<file path="config.mk">
export PLATFORM = sky130hd
export DESIGN_NAME = mux_serializer_ctrl
export DESIGN_NICKNAME = d
export VERILOG_FILES = /design/src/rtl/mux_serializer_ctrl.sv
export SDC_FILE = /design/constraint.sdc
export NUM_CORES = 1
export LEC_CHECK = 0
export CORE_ASPECT_RATIO = 1.1
export CORE_MARGIN = 2
export CORE_UTILIZATION = 50
export CTS_CLUSTER_DIAMETER = 100
export DETAILED_ROUTE_END_ITERATION = 16
export PLACE_DENSITY = 0.89
export SLEW_MARGIN = 20
export SYNTH_ARGS = -nofsm -noshare
export SYNTH_HDL_FRONTEND = slang
export SYNTH_SLANG_ARGS = --single-unit
export TNS_END_PERCENT = 100
</file>
<file path="constraint.sdc">
create_clock -name clk -period 3.6 [get_ports clk]
set_input_delay 1.08 -clock clk [delete_from_list [all_inputs] [get_ports clk]]
set_output_delay 1.08 -clock clk [all_outputs]
set_load 0.01 [all_outputs]
</file>
<file path="src/rtl/mux_serializer_ctrl.sv">
// -----------------------------------------------------------------------------
// mux_serializer_ctrl
//
// Parallel-to-serial controller for an external combinational 16:1 mux.
// A word plus length is accepted over a valid/ready handshake and parked on
// the mux data inputs. The mux select is then stepped one index per accepted
// output beat, and the mux output is forwarded as a framed serial stream.
//
// Ports:
//   clk, rst_n     : clock (rising edge), asynchronous active-low reset
//   i_in_valid     : word offered
//   o_in_ready     : word can be accepted this cycle
//   i_in_data      : word to serialize
//   i_in_len       : number of bits to send minus one
//   o_mux_in       : registered word, drives the mux data inputs
//   o_mux_select   : registered index, drives the mux select
//   i_mux_w        : mux output
//   o_sout_valid   : serial bit valid
//   o_sout_bit     : serial bit (pass-through of i_mux_w)
//   o_sout_last    : current bit is the final bit of the word
//   i_sout_ready   : downstream accepts the bit
//   o_busy         : a word is being shifted out
// -----------------------------------------------------------------------------
module mux_serializer_ctrl #(
    parameter int WIDTH     = 16,
    parameter int SEL_W     = 4,
    parameter bit MSB_FIRST = 1'b0
) (
    input  logic             clk,
    input  logic             rst_n,
    input  logic             i_in_valid,
    output logic             o_in_ready,
    input  logic [WIDTH-1:0] i_in_data,
    input  logic [SEL_W-1:0] i_in_len,
    output logic [WIDTH-1:0] o_mux_in,
    output logic [SEL_W-1:0] o_mux_select,
    input  logic             i_mux_w,
    output logic             o_sout_valid,
    output logic             o_sout_bit,
    output logic             o_sout_last,
    input  logic             i_sout_ready,
    output logic             o_busy
);

    typedef enum logic [0:0] {
        ST_IDLE  = 1'b0,
        ST_SHIFT = 1'b1
    } state_t;

    state_t             r_state;
    state_t             w_state_nxt;
    logic [WIDTH-1:0]   r_mux_in;
    logic [WIDTH-1:0]   w_mux_in_nxt;
    logic [SEL_W-1:0]   r_sel;
    logic [SEL_W-1:0]   w_sel_nxt;
    logic [SEL_W-1:0]   r_len;
    logic [SEL_W-1:0]   w_len_nxt;

    logic [SEL_W-1:0]   w_end_idx;
    logic [SEL_W-1:0]   w_start_idx;
    logic               w_shift;
    logic               w_at_end;
    logic               w_beat;
    logic               w_load;

    // Shift direction fixes where a word starts and where it ends.
    assign w_end_idx   = MSB_FIRST ? {SEL_W{1'b0}} : r_len;
    assign w_start_idx = MSB_FIRST ? i_in_len : {SEL_W{1'b0}};

    assign w_shift  = (r_state == ST_SHIFT);
    assign w_at_end = (r_sel == w_end_idx);
    assign w_beat   = w_shift & i_sout_ready;

    // Accepting on the final beat lets the next word start with no bubble.
    assign o_in_ready = ~w_shift | (w_at_end & i_sout_ready);
    assign w_load     = i_in_valid & o_in_ready;

    assign o_mux_in     = r_mux_in;
    assign o_mux_select = r_sel;
    assign o_sout_valid = w_shift;
    assign o_sout_last  = w_shift & w_at_end;
    assign o_sout_bit   = i_mux_w;
    assign o_busy       = w_shift;

    // Next-state, next-word and next-index selection.
    always_comb begin
        w_state_nxt  = r_state;
        w_mux_in_nxt = r_mux_in;
        w_sel_nxt    = r_sel;
        w_len_nxt    = r_len;
        case (r_state)
            ST_IDLE: begin
                if (w_load) begin
                    w_mux_in_nxt = i_in_data;
                    w_len_nxt    = i_in_len;
                    w_sel_nxt    = w_start_idx;
                    w_state_nxt  = ST_SHIFT;
                end else begin
                    w_state_nxt  = ST_IDLE;
                end
            end
            ST_SHIFT: begin
                if (w_beat) begin
                    if (w_at_end) begin
                        if (w_load) begin
                            w_mux_in_nxt = i_in_data;
                            w_len_nxt    = i_in_len;
                            w_sel_nxt    = w_start_idx;
                            w_state_nxt  = ST_SHIFT;
                        end else begin
                            // Word and index are held so the mux output stays quiet.
                            w_state_nxt  = ST_IDLE;
                        end
                    end else begin
                        // Counter stops at the end index, so this never wraps.
                        if (MSB_FIRST) begin
                            w_sel_nxt = r_sel - SEL_W'(1);
                        end else begin
                            w_sel_nxt = r_sel + SEL_W'(1);
                        end
                    end
                end else begin
                    w_state_nxt = ST_SHIFT;
                end
            end
            default: begin
                w_state_nxt = ST_IDLE;
            end
        endcase
    end

    // State, word, index and length registers.
    always_ff @(posedge clk or negedge rst_n) begin
        if (!rst_n) begin
            r_state  <= ST_IDLE;
            r_mux_in <= {WIDTH{1'b0}};
            r_sel    <= {SEL_W{1'b0}};
            r_len    <= {SEL_W{1'b0}};
        end else begin
            r_state  <= w_state_nxt;
            r_mux_in <= w_mux_in_nxt;
            r_sel    <= w_sel_nxt;
            r_len    <= w_len_nxt;
        end
    end

endmodule

</file>
* Word-level counts from Yosys, hierarchy flattened *
Index checks and enable logic that the tools add are counted.

word-level totals
  bits in registers = 25
  bits of input ports = 25
  output and inout bits = 25
  word-level logic and storage cells = 31

operators by class
  $add $sub $neg = 1
  equality and inequality tests = 3
  muxes and demuxes = 16
  bitwise gates (word level) = 6
  reduce and logical (&&, ||, !) cells = 1

operators by type and width
  kind                                                   number
  two-way mux 16 bit                                     3
  case mux 16 bit (2 select lines)                       1
  two-way mux 4 bit                                      6
  case mux 4 bit (2 select lines)                        2
  adder 4 x 1 -> 4 bit, second input constant            1
  bitwise AND 1 bit                                      4
  equality test 4 bit                                    1
  inequality test 2 x 1 -> 1 bit, second input constant  2
  two-way mux 1 bit                                      3
  case mux 1 bit (2 select lines)                        1
  AND reduction 2 bit                                    1
  inverter 1 bit                                         1
  OR 1 bit                                               1

* Logic depth before layout (Yosys ltp) *
Gate-level depths: netlist of run 1.

  depth in word-level cells = 8
  depth in mapped cells = 6

* Least setup slack after synthesis of run 1 *
No wires, ideal clock.

  path kind = input port to output port
  start point = input port i_sout_ready
  end point = output port o_in_ready
  arrival time = 1497 ps
  required time = 2520 ps
  path slack = 1023 ps
  stages on the path = 3
  buffers on the path = 1
  cells stage by stage = clkbuf_1 -> nand2_1 -> nand2_1

between the ends
  cells in the longest elaborated chain, start to end = 2

ends and longest elaborated chain
  what                RTL line  source
  start: declaration  41        input logic i_sout_ready,
  bitwise AND 1 bit   75        assign o_in_ready = ~w_shift | (w_at_end & i_sout_ready);
  OR 1 bit            75
  end: declaration    32        output logic o_in_ready,

Every way passes these cells.

* Final worst setup path of run 1 *
Ends and elaborated chain as after synthesis.

==> out/results.txt, run 1 <==
CTS tree: yes
Distinct cells, synth: 25
site row count: 21
worst-path cell with the longest stage delay: clkdlybuf4s50_1
crit-path cells: clkdlybuf4s50_1 > nand2_1 > nand2_1 > clkdlybuf4s50_1
GRT Total Usage: 26.35%
Worst Path Arrival: 2350 ps
Final ANT Viol Nets: 0
Fill cells: 253
Layout Cells excl Fill: 255
crit share post-route: 95.29%
post-synth top area share: 38.17%
slew at the pin closest to its max-slew limit: 750.5 ps
Slew HR: 49.74%
largest net degree at the start of global routing: 32
HP Class: reg2reg
max_cap viols: 0
routed vias: 1720
placed cells: 251
syn_nets: 211
CTS sink cnt: 25
failing checks: design-rule violations
outcome: complete, but fails checks
Syn-to-layout area delta: 30.76%
final hold violation count: 0
final wirelength: 4.675 mm
Max Slew Vio Count: 0
H-tree Lvls: 1
hold_buf cts: 0
CP peak stage delay: 570 ps
Crit path required time: 2520 ps
Die W: 58.59 µm
Final Wtd Congestion: 0.7831
#FFs+latches synth: 25
post-synth top area cell: dfrtp_1
most frequent cells after synthesis: dfrtp_1, nand2_1, a221oi_1, nand4_1, o211ai_1
Synth Instances: 185
PortBufs: 47
deepest clock path buffer count: 2
Setup Viol. Count Final: 0
Final Critical Period: 3430 ps
LEAKAGE: 0.8530 nW
Avg Synthesized Cell Area: 8.860 µm²
drt pass-1 iters: 10
Cell Area, Placed: 0.002111 mm²
GRT overflow: 0
fraction of final layout cells sized beyond drive strength 1: 6.335%
IO Pins: 50
synth top area cells: dfrtp_1, a221oi_1, o211ai_1
Async SR Flop Fraction: 100.0%
initial antenna violation count: 0
HPWL Detailed: 3.130 mm
crit-path max FO: 2
R2R Setup Slk: 1490 ps
RSZ-0062 raised after global routing: false
Initial Utilization: 52.87%
Power Dens Cells: 643.8 mW/mm²
Tot Pwr: 0.001380 W
DRT iter0 DRCs: 140
Worst setup EP type: output pin
Max VDD drop: 0.4168 mV
sequential element share of the synthesized area: 38.17%
# Post-CTS Setup Buffers: 0
setup total negative slack: 0 ps
Worst-Skew Late Latency: 340 ps
via/cell ratio: 6.745
fmax: 291.5 MHz
clock skew: 24.91 ps
root buffer cell: clkbuf_4
Residual DRC: 3
commonest register cell after synthesis: dfrtp_1
post_cts resized: 0
worst hold margin: 597.2 ps
ANT cells: 0
number of global-route vias before repair: 1716
die area: 0.003753 mm²
die height: 64.05 µm
Final #Nets: 248
Post-synth EDFFs: 0
first-pass GRT wire length: 7.741 mm
core area: 0.003100 mm²
post-DR wirelength/cell: 18.33 µm
crit path kind: in2out
Cell Area, Synth: 0.001639 mm²
CTS clk-pin slew, worst paths: 130 ps
final non-filler cell area: 0.002143 mm²
startpoint class of the critical path: primary input
total CTS buffers: 3
yosys warns: 0
[layer usage]
metal | vias to the layer above | share of wire (%) | global-route usage [%]
met3 | 6 | 7.9 | 3.239
li1 | 777 | - | -
met4 | 0 | 1.2 | 14.49
met2 | 86 | 52 | 44.38
met1 | 851 | 39 | 32.08
met5 | - | 0 | 0
[power by group]
part,internal [W],switching [W]
registers,0.000368,0.000120
logic,0.000389,0.000368
clock network,0.0000426,0.0000917
total,0.000800,0.000580
[through the flow]
step | util, % | setup slack [ps]
floorplan | - | 1023
global placement | 68.08 | 219.4
detailed placement | 68.08 | 193.4
CTS | 69.05 | 177.3
global route | 69.13 | 109.7
finish | 69.13 | 169.7
[cells by family (layout without fill, tap and decap cells)]
kind of cell	count (synthesis)	after routing	synth area share [%]
buffers and inverters	25	61	7.175
flip-flops	25	25	38.17
multiplexers	2	2	1.221
adder cells (fa/ha/maj)	1	1	0.7632
AND/OR/NAND/NOR	79	79	27.33
AO/OA/AOI/OAI	49	49	23.21
XOR/XNOR	4	4	2.137
[sequential cells by signal, summed over array words and instances (netlist names)]
register,count
o_busy,1
r_len,4
o_mux_select,4
o_mux_in,16
[cell usage in the layout, fill, tap and decap left out, types with 8 or more instances in the layout]
master / instances
clkdlybuf4s50_1: 47
nand4_1: 20
nand2_1: 25
dfrtp_1: 25
and2_1: 17
a221oi_1: 20
buf_4: 8
o211ai_1: 20
[area by class of cell]
cell class                      count  area (µm²)  share of cell area, %
Clock buffer                        3       22.52                  1.051
Clock inverter                      1       7.507                 0.3503
Inverter                            2       7.507                 0.3503
Multi-Input combinational cell    135       907.1                  42.32
Sequential cell                    25       625.6                  29.19
Tap cell                           34       42.54                  1.985
Timing Repair Buffer               55       530.5                  24.75
[worst paths after layout]
| check | start | to | cells past startpoint |
|---|---|---|---|
| setup / recovery | i_sout_ready | o_in_ready | 4 |
| hold / removal | o_mux_select[0]$_DFFE_PN0N_ | o_mux_select[0]$_DFFE_PN0N_ | 1 |
| setup reg to reg | o_busy$_DFF_PN0_ | o_mux_in[2]$_DFFE_PN0P_ | 4 |
| hold reg to reg | o_mux_select[0]$_DFFE_PN0N_ | o_mux_select[0]$_DFFE_PN0N_ | 1 |
| max in group asynchronous | rst_n | o_mux_select[3]$_DFFE_PN0N_ | 2 |
| min in group asynchronous | rst_n | o_mux_in[3]$_DFFE_PN0P_ | 2 |
[worst max-delay path, delay by kind of cell]
family | cells | cell delay, ps
and+or+nand+nor | 2 | 190
buffers and inverters | 2 | 1080
Note: power is estimated with default switching activity, not from simulation.
==> inputs of run 2 (changes only) <==
--- a/config.mk
+++ b/config.mk
@@ -5,12 +5,13 @@
 export SDC_FILE = /design/constraint.sdc
 export NUM_CORES = 1
 export LEC_CHECK = 0
+export ABC_AREA = 1
 export CORE_ASPECT_RATIO = 1.1
 export CORE_MARGIN = 2
-export CORE_UTILIZATION = 50
+export CORE_UTILIZATION = 45
 export CTS_CLUSTER_DIAMETER = 100
 export DETAILED_ROUTE_END_ITERATION = 16
-export PLACE_DENSITY = 0.89
+export PLACE_DENSITY = 0.88
 export SLEW_MARGIN = 20
 export SYNTH_ARGS = -nofsm -noshare
 export SYNTH_HDL_FRONTEND = slang
==> run 2 against run 1 <==
  * The flow now finishes without violations
  * Final cell count decreased by 10%
  * Critical path type unchanged
  * Critical path depth increased by 2
  * Clock power decreased by 11%
  * Flip-flop and latch count unchanged
  * Combinational power decreased by 13%
  * Core utilization decreased by 1.2 points
  * Largest cell class is now sequential cells
  * Synthesized area decreased by 26%
==> out/results.txt, run 2 <==
commonest non-fill, non-tap cell in the layout: nand2_1
Power Dens Cells: 749.4 mW/mm² (+16%)
slew at the pin closest to its max-slew limit: 369.8 ps (-380.6 ps)
startpoint class of the critical path: primary input
Final #Nets: 225 (-9.3%)
CTS clk-pin slew, worst paths: 120 ps (about the same)
most frequent cells after synthesis: nand2_1, dfrtp_1, inv_1
Buf/Inv on CP: 4 (+2)
crit-path cells: clkdlybuf4s50_1 > nor2_2 > inv_1 > nand2_1 > inv_1 > clkdlybuf4s50_1
H-tree Lvls: 1 (unchanged)
Syn-to-layout area delta: 41.87%
max_cap viols: 0 (unchanged)
fraction of final layout cells sized beyond drive strength 1: 10.61% (+4.3 points)
multi-input logic area: 479.2 µm² (-47%)
count leader, synth: nand2_1
PnR worst setup slack: 134.7 ps (-35.00 ps)
initial antenna violation count: 0 (unchanged)
Final ANT Viol Nets: 0 (unchanged)
setup total negative slack: 0 ps (unchanged)
crit path kind: in2out
yosys warns: 0 (unchanged)
CP peak stage delay: 530 ps (-40 ps)
die height: 58.33 µm (-8.9%)
# Post-CTS Setup Buffers: 0 (unchanged)
crit share post-route: 96.26% (+0.97 points)
PortBufs: 47 (unchanged)
first-pass GRT wire length: 4.685 mm (-39%)
worst-path cell with the longest stage delay: clkdlybuf4s50_1
core area: 0.002520 mm² (-19%)
Crit path required time: 2520 ps (about the same)
Post-Synth XOR/XNOR Area: 0.7254% (-1.4 points)
Max Slew Vio Count: 0 (unchanged)
LEAKAGE: 0.8849 nW (+3.7%)
clock skew: 4.129 ps (-20.79 ps)
root buffer cell: clkbuf_4
compound-gate portion of the synthesized area: 0% (-23 points)
Die W: 53.39 µm (-8.9%)
RSZ-0062 raised after global routing: false
DRT iter0 DRCs: 28 (-80%)
synth top area cells: dfrtp_1, nand2_1, nand2_2
GRT Total Usage: 19.72% (-6.6 points)
CTS tree: yes
pre-CTS WS: 153.8 ps (-39.54 ps)
Fill cells: 229 (-9.5%)
Cell Area, Synth: 0.001207 mm² (-26%)
post-synthesis mux area share: 0% (-1.2 points)
adder-cell share of the synthesized area: 1.036% (+0.27 points)
GRT overflow: 0 (unchanged)
delay-heaviest family, CP: buffers and inverters
ANT cells: 0 (unchanged)
hold_buf cts: 0 (unchanged)
deepest clock path buffer count: 2 (unchanged)
worst r2r path cells: 8 (+4)
drt pass-1 iters: 4 (-6)
total CTS buffers: 3 (unchanged)
post-DR wirelength/cell: 11.90 µm (-35%)
most frequent cells in the layout: nand2_1, clkdlybuf4s50_1, dfrtp_1, inv_1, nand2_2
post-synth top area share: 51.81% (+14 points)
Worst Path Arrival: 2390 ps (+40 ps)
Hold Startpoint: o_mux_in[0]$_DFFE_PN0P_
#FFs+latches synth: 25 (unchanged)
Avg Synthesized Cell Area: 7.996 µm² (-9.7%)
Max VDD drop: 0.5061 mV (+21%)
commonest register cell after synthesis: dfrtp_1
post_cts resized: 0 (unchanged)
Setup Viol. Count Final: 0 (unchanged)
r2r startpoint: o_busy$_DFF_PN0_
origin of the worst setup path: i_sout_ready
Final Wtd Congestion: 0.8341 (+6.5%)
HPWL Detailed: 2.059 mm (-34%)
sequential element share of the synthesized area: 51.81% (+14 points)
CTS sink cnt: 25 (unchanged)
Residual DRC: 0 (-3)
Initial Utilization: 47.91% (-5.0 points)
outcome: completed
syn_nets: 177 (-16%)
site row count: 19 (-9.5%)
post-synth top area cell: dfrtp_1
die area: 0.003114 mm² (-17%)
routed vias: 1096 (-36%)
HP Class: reg2reg
final hold violation count: 0 (unchanged)
largest family of logic cells by synthesized area: simple AND/OR/NAND/NOR gates
Synth Instances: 151 (-18%)
Cell Area, Placed: 0.001687 mm² (-20%)
Post-synth EDFFs: 0 (unchanged)
WP depth: 6 (+2)
hold depth: 2 (+1)
Slew HR: 75.35% (+26 points)
Largest register FFs: 16 (unchanged)
crit-path max FO: 4 (+2)
Distinct cells, synth: 17 (-32%)
final non-filler cell area: 0.001713 mm² (-20%)
Final Critical Period: 3465 ps (+35.00 ps)
Worst setup EP type: output pin
IO Pins: 50 (unchanged)
number of global-route vias before repair: 1126 (-34%)
FF+latch area: 625.6 µm² (unchanged)
Async SR Flop Fraction: 100.0% (unchanged)
fmax: 288.6 MHz (-1.0%)
via/cell ratio: 4.786 (-29%)
largest net degree at the start of global routing: 26 (-19%)
Layout Utilization: 67.97% (-1.2 points)
post-synthesis simple-gate area fraction: 37.93% (+11 points)
Worst-Skew Late Latency: 300 ps (-40 ps)
final wirelength: 2.725 mm (-42%)
==> run 2: kinds of logic (layout without fill, tap and decap cells) <==
kind of cell	Yosys count	count (layout)
xor gates and xnor gates	1	1
adders and majority gates	1	1
buffers and inverters	20	67
DFF	25	25
and+or+nand+nor	104	104
==> run 2: through the flow <==
step	std cells	power [W]	hold WS [ps]
global route	229	0.001397	521.5
detailed placement	225	0.001172	464.1
CTS	229	0.001294	496.1
global placement	225	0.001142	464.1
floorplan	151	0.0008551	470.7
finish	229	0.001284	491.8
==> run 2: path summary, 6_finish.rpt <==
check | slack (ps) | endpoint
worst max-delay path | 130 | o_in_ready
min in group asynchronous | 1120 | o_mux_select[3]$_DFFE_PN0N_
worst min-delay path | 490 | o_mux_in[0]$_DFFE_PN0P_
max in group asynchronous | 2230 | o_mux_select[1]$_DFFE_PN0N_
worst max register to register | 1570 | o_mux_in[7]$_DFFE_PN0P_
worst min register to register | 490 | o_mux_in[0]$_DFFE_PN0P_
==> run 2: layout make-up <==
type	instances	area share, %
Clock buffer	4	1.534
Inverter	13	2.922
Multi-Input combinational cell	106	27.98
Sequential cell	25	36.52
Tap cell	31	2.264
Timing Repair Buffer	50	28.78
==> run 2: worst reg2reg max path, stage by stage (launching register included) <==
cell and delay (ps):
dfrtp_1 590, inv_1 120, nor2_2 160, inv_1 80
buf_4 150, nand3_4 220, clkinv_2 370, nand2_1 170
nand2_1 70
==> run 2: power breakdown <==
part           internal [W]  switching, W  total, W
registers          0.000402      0.000103  0.000504
clock network     0.0000431     0.0000761  0.000119
logic              0.000340      0.000321  0.000660
==> run 2: per-layer routing <==
metal | vias up | global-route usage [%] | part of all wire [%]
met3 | 2 | 4.569 | 7.9
li1 | 546 | - | -
met1 | 513 | 23.81 | 39
met4 | 0 | 4.762 | 0.18
met2 | 35 | 35.10 | 53
met5 | - | 0 | 0
==> inputs of run 3 (changes only) <==
--- a/config.mk
+++ b/config.mk
@@ -11,6 +11,7 @@
 export CORE_UTILIZATION = 45
 export CTS_CLUSTER_DIAMETER = 100
 export DETAILED_ROUTE_END_ITERATION = 16
+export GPL_TIMING_DRIVEN = 0
 export PLACE_DENSITY = 0.88
 export SLEW_MARGIN = 20
 export SYNTH_ARGS = -nofsm -noshare
==> run 3 against run 2 <==
  * Fmax grew 7.5%
  * Critical path depth stayed put
  * Wire length down 9.2%
  * Die area stayed put
  * Clock power about the same
  * Sequential share of layout area down 0.78 points
  * Flip-flop and latch count stayed put
  * Largest cell class unchanged
==> out/results.txt, run 3 (synthesis gave the netlist of run 2 again) <==
crit-path cells: dlymetal6s2s_1 > nor2_2 > inv_2 > nand2_1 > inv_1 > clkdlybuf4s50_1
GRT overflow: 0 (unchanged)
Largest register FFs: 16 (unchanged)
RSZ-0062 raised after global routing: false
deepest clock path buffer count: 2 (unchanged)
most frequent cells in the layout: nand2_1, clkdlybuf4s50_1, dfrtp_1, inv_1, nand2_2
r2r startpoint: o_mux_select[1]$_DFFE_PN0N_
origin of the worst setup path: i_sout_ready
switching part of the total: 38.21% (-0.70 points)
PnR worst setup slack: 375.3 ps (+240.6 ps)
pre-CTS WS: -47.07 ps (-200.9 ps)
die height: 58.33 µm (unchanged)
sequential power share: 38.2% (-1.1 points)
clock skew: 3.017 ps (-1.112 ps)
worst r2r path cells: 10 (+2)
GRT Total Usage: 19.02% (-0.71 points)
core area: 0.002520 mm² (unchanged)
fmax: 310.1 MHz (+7.5%)
final wirelength: 2.475 mm (-9.2%)
final hold violation count: 0 (unchanged)
via/cell ratio: 4.709 (-1.6%)
largest net degree at the start of global routing: 26 (unchanged)
Max Slew Vio Count: 0 (unchanged)
Cell Area, Placed: 0.001727 mm² (+2.4%)
HPWL Detailed: 1.969 mm (-4.3%)
Max VDD drop: 0.5270 mV (+4.1%)
Buf/Inv on CP: 4 (unchanged)
initial antenna violation count: 0 (unchanged)
hold depth: 2 (unchanged)
Crit path required time: 2520 ps (about the same)
fraction of final layout cells sized beyond drive strength 1: 13.30% (+2.7 points)
routed vias: 1102 (+0.55%)
WP depth: 6 (unchanged)
worst-path cell with the longest stage delay: clkdlybuf4s50_1
post-DR wirelength/cell: 10.58 µm (-11%)
worst r2r dst: o_mux_in[3]$_DFFE_PN0P_
CTS sink cnt: 25 (unchanged)
Worst setup EP type: output pin
Die W: 53.39 µm (unchanged)
Final ANT Viol Nets: 0 (unchanged)
root buffer cell: clkbuf_4
CTS tree: yes
Final Wtd Congestion: 0.7878 (-5.6%)
R2R Setup Slk: 2050 ps (+480 ps)
HP Class: reg2reg
die area: 0.003114 mm² (unchanged)
ANT cells: 0 (unchanged)
crit path kind: in2out
Worst-Skew Late Latency: 310 ps (about the same)
number of global-route vias before repair: 1106 (-1.8%)
Initial Utilization: 47.91% (unchanged)
H-tree Lvls: 1 (unchanged)
crit-path max FO: 5 (+1)
CTS clk-pin slew, worst paths: 120 ps (about the same)
final non-filler cell area: 0.001750 mm² (+2.2%)
hold_buf cts: 0 (unchanged)
Logic pwr share: 52.4% (+1.0 points)
PortBufs: 48 (+2.1%)
Final #Nets: 230 (+2.2%)
crit share post-route: 89.58% (-6.7 points)
Final Critical Period: 3225 ps (-240.6 ps)
clock power share: 9.4% (about the same)
drt pass-1 iters: 3 (-1)
FF+latch area: 625.6 µm² (unchanged)
outcome: completed
CP peak stage delay: 470 ps (-60 ps)
Fill cells: 217 (-5.2%)
DRT iter0 DRCs: 6 (-79%)
Slew HR: 65.04% (-10 points)
multi-input logic area: 479.2 µm² (unchanged)
Worst Path Arrival: 2140 ps (-250 ps)
startpoint class of the critical path: primary input
slew at the pin closest to its max-slew limit: 524.4 ps (+154.6 ps)
LEAKAGE: 0.9111 nW (+3.0%)
cell-internal power: 0.0007981 W (+1.8%)
Setup Viol. Count Final: 0 (unchanged)
sw power: 0.0004935 W (-1.2%)
Syn-to-layout area delta: 44.97%
crit path to: o_in_ready
IO Pins: 50 (unchanged)
Power Dens Cells: 737.9 mW/mm² (-1.5%)
delay-heaviest family, CP: buffers and inverters
max_cap viols: 0 (unchanged)
commonest non-fill, non-tap cell in the layout: nand2_1
site row count: 19 (unchanged)
Residual DRC: 0 (unchanged)
first-pass GRT wire length: 4.443 mm (-5.2%)
total CTS buffers: 3 (unchanged)
==> run 3: changes by cell type in the layout (fill, tap and decap cells not counted) <==
cell,change
buf_2,+4
buf_4,-1
buf_6,+2
clkdlybuf4s50_1,-1
dlymetal6s2s_1,+1
inv_1,-1
inv_2,+1
==> run 3: cell type report <==
cell class                 count  share of cell area, %
tap                           31                  2.216
clock buffer                   4                  1.501
timing repair buffer          48                  27.31
sequential                    25                  35.74
inverter                      13                  2.859
multi-input combinational    106                  27.38
buffer                         7                  3.002
==> run 3: timing repair <==
| item | in CTS | in global routing |
|---|---|---|
| gates resized for setup | 1 | 1 |
| buffers inserted | 0 | 0 |
| pin swaps | 0 | 0 |
| gates cloned | 0 | 0 |
| endpoints found under the setup margin | 1 | 1 |
==> run 3: per-stage QoR <==
stage	power, W	instances	hold slack [ps]	utilization [%]	setup TNS [ps]
after floorplan	0.0008551	151	470.7	-	0
after global placement	0.001159	230	463.0	68.52	-11.70
after detailed placement	0.001185	230	468.7	68.52	-47.07
after CTS	0.001312	234	500.8	69.56	0
after global routing	0.001414	234	522.8	69.46	0
final	0.001292	234	498.4	69.46	0
==> run 3: how the worst min path moves through the flow <==
stage	startpoint	to	slack (ps)
floorplan	r_len[0]$_DFFE_PN0P_	r_len[0]$_DFFE_PN0P_	470
global placement	o_mux_in[9]$_DFFE_PN0P_	o_mux_in[9]$_DFFE_PN0P_	460
detailed placement	o_mux_in[11]$_DFFE_PN0P_	o_mux_in[11]$_DFFE_PN0P_	470
CTS	o_mux_in[11]$_DFFE_PN0P_	o_mux_in[11]$_DFFE_PN0P_	500
global route	o_mux_in[15]$_DFFE_PN0P_	o_mux_in[15]$_DFFE_PN0P_	520
finish	o_mux_in[11]$_DFFE_PN0P_	o_mux_in[11]$_DFFE_PN0P_	500
==> run 3: routing by layer <==
layer,track usage [%],routed length (µm)
met1,21.58,1017
met3,5.584,204
met2,33.51,1228
met4,6.593,25
met5,0,0
==> run 3: power by group through the flow <==
stage	combinational [W]	clock [W]	sequential (W)
4_1_cts	0.000690	0.000127	0.000496
6_report	0.000676	0.000122	0.000494
3_3_place_gp	0.000665	0	0.000493
2_1_floorplan	0.000320	0	0.000535
5_1_grt	0.000761	0.000140	0.000512
3_5_place_dp	0.000687	0	0.000499
==> run 3: worst register-to-register path, delay by kind of cell, from the launching register on <==
kind          cells  cell delay [ps]
buf+inv           2              250
flops             1              480
simple gates      8              710
